==> src/rtl/bus_pkg.sv <==
// rtl/bus_pkg.sv - shared arbiter state encoding, master indices and default widths
package bus_pkg;

    typedef enum logic [1:0] {
        IDLE        = 2'd0,
        GRANT       = 2'd1,
        SPLIT_OTHER = 2'd2,
        RESUME      = 2'd3
    } arb_state_t;

    localparam logic M0 = 1'b0;
    localparam logic M1 = 1'b1;

    localparam int SLAVE_ID_W_DEF = 2;

endpackage

==> src/rtl/arb_priority_pick.sv <==
// rtl/arb_priority_pick.sv - two-way request pick, tie broken against the last granted master
module arb_priority_pick
    import bus_pkg::*;
(
    input  logic [1:0] req,
    input  logic       last_grant,
    output logic       pick_valid,
    output logic       pick_idx
);

    // On a tie the master that did not win last time gets the bus; a lone request always wins
    always_comb begin
        pick_valid = |req;
        pick_idx   = M0;
        if (req == 2'b11) begin
            pick_idx = ~last_grant;
        end else if (req[1]) begin
            pick_idx = M1;
        end
    end

endmodule

==> src/rtl/bus_split_arbiter.sv <==
// rtl/bus_split_arbiter.sv - split-capable bus arbiter for 2 masters; ARB_ROUND_ROBIN_EN selects round-robin tie-break
module bus_split_arbiter
    import bus_pkg::*;
#(
    parameter int NUM_SLAVES = 3,
    parameter int SLAVE_ID_W = SLAVE_ID_W_DEF
) (
    input  logic                    clk,
    input  logic                    reset,
    input  logic [1:0]              m_req,
    input  logic [1:0]              m_done,
    input  logic [2*SLAVE_ID_W-1:0] m_slave_id,
    input  logic [NUM_SLAVES-1:0]   split_en,
    output logic [1:0]              m_grant,
    output logic [1:0]              m_split_wait,
    output logic                    bus_owner,
    output logic [SLAVE_ID_W-1:0]   slave_sel,
    output logic                    slave_sel_valid,
    output logic                    bus_busy
);

    arb_state_t            state;
    logic                  split_master;
    logic [SLAVE_ID_W-1:0] split_slave;
    logic                  split_released;
    logic                  last_grant;

    logic [SLAVE_ID_W-1:0] m0_id;
    logic [SLAVE_ID_W-1:0] m1_id;
    logic                  other;
    logic                  split_cur;
    logic                  split_rec;
    logic                  release_now;
    logic [1:0]            eligible;
    logic                  pick_valid;
    logic                  pick_idx;

    logic                  issue;
    logic                  g_idx;
    logic [SLAVE_ID_W-1:0] g_sel;

    assign m0_id       = m_slave_id[SLAVE_ID_W-1:0];
    assign m1_id       = m_slave_id[2*SLAVE_ID_W-1:SLAVE_ID_W];
    assign other       = ~split_master;
    assign eligible    = m_req & ~m_split_wait;
    assign release_now = split_released | ~split_rec;

    // Look up split_en for the active slave and for the recorded split slave; indices past the last port read as 0
    always_comb begin
        split_cur = 1'b0;
        split_rec = 1'b0;
        for (int i = 0; i < NUM_SLAVES; i++) begin
            if (int'(slave_sel) == i) split_cur = split_en[i];
            if (int'(split_slave) == i) split_rec = split_en[i];
        end
    end

    arb_priority_pick u_pick (
        .req        (eligible),
        .last_grant (last_grant),
        .pick_valid (pick_valid),
        .pick_idx   (pick_idx)
    );

    // Decide whether a new grant is issued this cycle, to whom, and for which slave
    always_comb begin
        issue = 1'b0;
        g_idx = M0;
        g_sel = '0;
        case (state)
            IDLE: begin
                if (pick_valid) begin
                    issue = 1'b1;
                    g_idx = pick_idx;
                    g_sel = pick_idx ? m1_id : m0_id;
                end
            end
            SPLIT_OTHER: begin
                // The other master may use the bus, but never the slave that is holding the split
                if (!m_grant[other] && !release_now && m_req[other] &&
                    ((other ? m1_id : m0_id) != split_slave)) begin
                    issue = 1'b1;
                    g_idx = other;
                    g_sel = other ? m1_id : m0_id;
                end
            end
            RESUME: begin
                issue = 1'b1;
                g_idx = split_master;
                g_sel = split_slave;
            end
            default: ;
        endcase
    end

`ifdef ARB_ROUND_ROBIN_EN
    // Remember who was granted last so the other master wins the next tie; starts favouring M0
    always_ff @(posedge clk or posedge reset) begin
        if (reset) begin
            last_grant <= M1;
        end else if (issue) begin
            last_grant <= g_idx;
        end
    end
`else
    assign last_grant = M1;
`endif

    // Arbitration FSM with registered grant, split bookkeeping and mux controls
    always_ff @(posedge clk or posedge reset) begin
        if (reset) begin
            state           <= IDLE;
            m_grant         <= 2'b00;
            m_split_wait    <= 2'b00;
            bus_owner       <= M0;
            slave_sel       <= '0;
            slave_sel_valid <= 1'b0;
            bus_busy        <= 1'b0;
            split_master    <= M0;
            split_slave     <= '0;
            split_released  <= 1'b0;
        end else begin
            if (issue) begin
                m_grant         <= g_idx ? 2'b10 : 2'b01;
                bus_owner       <= g_idx;
                slave_sel       <= g_sel;
                slave_sel_valid <= 1'b1;
                bus_busy        <= 1'b1;
            end
            case (state)
                IDLE: begin
                    if (issue) state <= GRANT;
                end
                GRANT: begin
                    // Completion beats a split raised in the same cycle
                    if (m_done[bus_owner]) begin
                        m_grant         <= 2'b00;
                        slave_sel_valid <= 1'b0;
                        bus_busy        <= 1'b0;
                        state           <= IDLE;
                    end else if (split_cur) begin
                        split_master    <= bus_owner;
                        split_slave     <= slave_sel;
                        split_released  <= 1'b0;
                        m_split_wait    <= bus_owner ? 2'b10 : 2'b01;
                        m_grant         <= 2'b00;
                        slave_sel_valid <= 1'b0;
                        bus_busy        <= 1'b0;
                        state           <= SPLIT_OTHER;
                    end
                end
                SPLIT_OTHER: begin
                    if (m_grant[other]) begin
                        // Release seen while the other master owns the bus is held until it finishes
                        if (!split_rec) split_released <= 1'b1;
                        if (m_done[other]) begin
                            m_grant         <= 2'b00;
                            slave_sel_valid <= 1'b0;
                            bus_busy        <= 1'b0;
                            if (release_now) state <= RESUME;
                        end
                    end else if (release_now) begin
                        state <= RESUME;
                    end
                end
                RESUME: begin
                    m_split_wait   <= 2'b00;
                    split_released <= 1'b0;
                    state          <= GRANT;
                end
                default: state <= IDLE;
            endcase
        end
    end

endmodule
==> config.mk <==
export PLATFORM = sky130hd
export DESIGN_NAME = bus_split_arbiter
export DESIGN_NICKNAME = d
export VERILOG_FILES = /design/src/rtl/bus_pkg.sv /design/src/rtl/arb_priority_pick.sv /design/src/rtl/bus_split_arbiter.sv
export SDC_FILE = /design/constraint.sdc
export NUM_CORES = 1
export LEC_CHECK = 0
export CAP_MARGIN = 20
export CORE_MARGIN = 2
export CORE_UTILIZATION = 50
export CTS_CLUSTER_DIAMETER = 120
export DETAILED_ROUTE_END_ITERATION = 12
export MAX_ROUTING_LAYER = met4
export PLACE_DENSITY = 0.87
export SLEW_MARGIN = 30
export SYNTH_ARGS = -nofsm -noshare
export SYNTH_HDL_FRONTEND = slang
export SYNTH_SLANG_ARGS = --single-unit
==> constraint.sdc <==
create_clock -name clk -period 2.8 [get_ports clk]
set_input_delay 0.56 -clock clk [delete_from_list [all_inputs] [get_ports clk]]
set_output_delay 0.56 -clock clk [all_outputs]
set_load 0.01 [all_outputs]
==> run metrics <==
Async SR Flop Fraction 1.000; maximum vdd drop 0.6230 mV; worst r2r dst slave_sel[1]; Vias 949; first-pass GRT wire length 4.478 mm; gr ovfl total 0; Sink Count 15; HPWL after detailed placement 2.143 mm; CP endpoint kind flip-flop; Total GRT Usage 0.2380; syn avg cell area 10.81 um2; Setup CP Type flip-flop to flip-flop; final hold vios 0; Tightest Hold Check Type flip-flop to flip-flop; fraction of layout cells with a size suffix above 1 0.1120; Worst EP arrival 2.43 ns; GPL Wtd Cong 0.9192; Hold Startpoint bus_busy; f_max 444.5 MHz; CP Cell Sequence mux2i_1 > xor2_1 > a2111oi_4 > o31a_4 > mux2_4; Reg power frac 0.313; share of the synthesized area in the top cell type 0.3405; outcome finished, final reports clean; Hold Crit Depth 1; post-route ant nets 0; vias in the first global route 976; Comb pwr share 0.596; most frequent cells in the layout clkdlybuf4s50_1, dfrtp_1, inv_1; n_diodes 0; initial core utilization 0.5452; clk root buf clkbuf_4; Iteration-0 DRC Markers 26; clock slew at reported path FFs 0.09 ns; switching fraction of total power 0.4509; relative max-transition margin 0.6216; crit start category flip-flop; initial antenna violation count 0; max_cap viols 0; Internal 0.7562 mW; final worst-path cycle share 0.8034; cell taking the most area after synthesis dfrtp_1; Slew @ Worst Pin 0.5670 ns; core area 2022 um2; Max Root-Sink Buffers 2; IO Count 22; Synth area leaders dfrtp_1, ha_1, mux2i_1; Final Max Tran Viols 0; peak fanout along the critical path 11; Post-Syn Instances 102; Die X 50.96 um; pwr/cell area 1014 nW/um2; post_cts resized 0; placed cells 148; total CTS buffers 3; Post-Syn Nets 120; clk_lat worst skew 0.29 ns; IO buf count 21; r2r startpoint split_master; Setup Skew 0.005144 ns; Switch Pwr 0.6209 mW; Worst Hold End bus_busy; drt drc 0; routed vias/inst 6.243; final net count 144; largest net degree at the start of global routing 16; synth warn 0; row count 16; die area 2596 um2; depth of the most critical reg-to-reg path 5; commonest non-fill, non-tap cell in the layout clkdlybuf4s50_1; CP Data Required Time 2.98 ns; CTS tree yes; WL/cell 18.02 um; unrepaired setup endpoints after global routing false; Lkg Pwr 0.5722 nW; drt pass-1 iters 4; Post-CTS Setup Bufs 0; R2R setup slack 0.55 ns; final setup fails 0; CTS HTree Levels 1; setup_tns 0 ns; EDFF count, synth 0; Tmin final 2.250 ns; DRT Wirelength 2.739 mm; hold_buf cts 0; CP peak stage delay 0.64 ns; sequential cell area fraction in the yosys report 0.3405; Area Overhead vs Synth 23.16%; clock network power share 0.091; Yosys cell types 42; Primary FF master, synth dfrtp_1; Die H 50.96 um; Seq cells post-synth 15; Netlist Area Pre-Place 1102 um2; # fillers 163; fin cells 152; CP max-delay cell dfrtp_1
## cell type report
type                            count  area (um2)  area share
Multi-Input combinational cell     75       673.1      0.4959
Sequential cell                    15       375.4      0.2765
Inverter                           10       37.54     0.02765
Timing Repair Buffer               21       210.2      0.1548
Clock inverter                      1       5.005    0.003687
Tap cell                           27       33.78     0.02488
Clock buffer                        3       22.52     0.01659
## through the flow
stage                     utilization  hold slack [ns]  setup WS (ns)  cell area, um2  power, mW
after detailed placement       0.6578           0.5019         0.2738            1330      1.239
after CTS                      0.6714           0.5275         0.5454            1358      1.372
final                          0.6714           0.5294         0.5504            1358      1.377
after global routing           0.6714           0.5509         0.4268            1358      1.471
after floorplan                     -           0.4615         0.8315            1102     0.9907
after global placement         0.6578           0.4934         0.3601            1330      1.204
## power groups by stage
stage | Combinational, mW | Sequential [mW] | Clock (mW)
global route | 0.889 | 0.446 | 0.136
finish | 0.820 | 0.432 | 0.125
detailed placement | 0.807 | 0.432 | 0
CTS | 0.816 | 0.429 | 0.127
global placement | 0.782 | 0.422 | 0
floorplan | 0.587 | 0.403 | 0
## sequential cells by signal, summed over array words and instances, names as in the netlist
register / flops
state: 2
m_grant: 2
split_slave: 2
m_split_wait: 2
bus_owner: 1
bus_busy: 1
slave_sel: 2
slave_sel_valid: 1
split_released: 1
split_master: 1
## how the worst max path moves through the flow
stage,startpoint,to,slack (ns),cells after the start
detailed placement,m_slave_id[0],slave_sel[1],0.27,6
CTS,split_master,slave_sel[1],0.55,5
global placement,m_slave_id[0],slave_sel[1],0.36,6
floorplan,state[0],slave_sel[0],0.83,7
finish,split_master,slave_sel[1],0.55,5
global route,split_master,slave_sel[1],0.43,5
## worst max-delay path, delay by kind of cell, from the launching register on
kind           cells  cell delay [ns]
XOR/XNOR           1             0.18
AO/OA/AOI/OAI      2             0.69
flip-flops         1             0.64
multiplexers       2             0.63
## logic make-up after synthesis
| kind of cell | Yosys count | share of synthesized area |
|---|---|---|
| compound gates | 35 | 0.2895 |
| xor+xnor | 2 | 0.02271 |
| fa+ha+maj | 5 | 0.05675 |
| buf+inv | 12 | 0.04881 |
| flops | 15 | 0.3405 |
| mux | 13 | 0.1430 |
| simple gates | 20 | 0.09876 |
## layer usage
metal	wire, um	vias to the layer above	track usage
met3	155	7	0.01170
met5	0	-	-
met4	50	0	0.09459
met1	1202	468	0.3017
li1	-	437	-
met2	1330	37	0.4004
## synth_stat cells (all sizes together), types with 2 or more instances
cell     n
o22ai    2
ha       5
o31ai    2
o21ai    3
dfrtp   15
buf      2
inv     10
nor2b    2
a22o     2
nor2     4
mux2i    7
a31oi    2
a32o     3
nand2    5
a221o    2
xor2     2
nand3b   3
mux2     6
o22a     2
o21a     4
nor3     2
a21oi    3
Note: power is estimated with default switching activity, not from simulation.
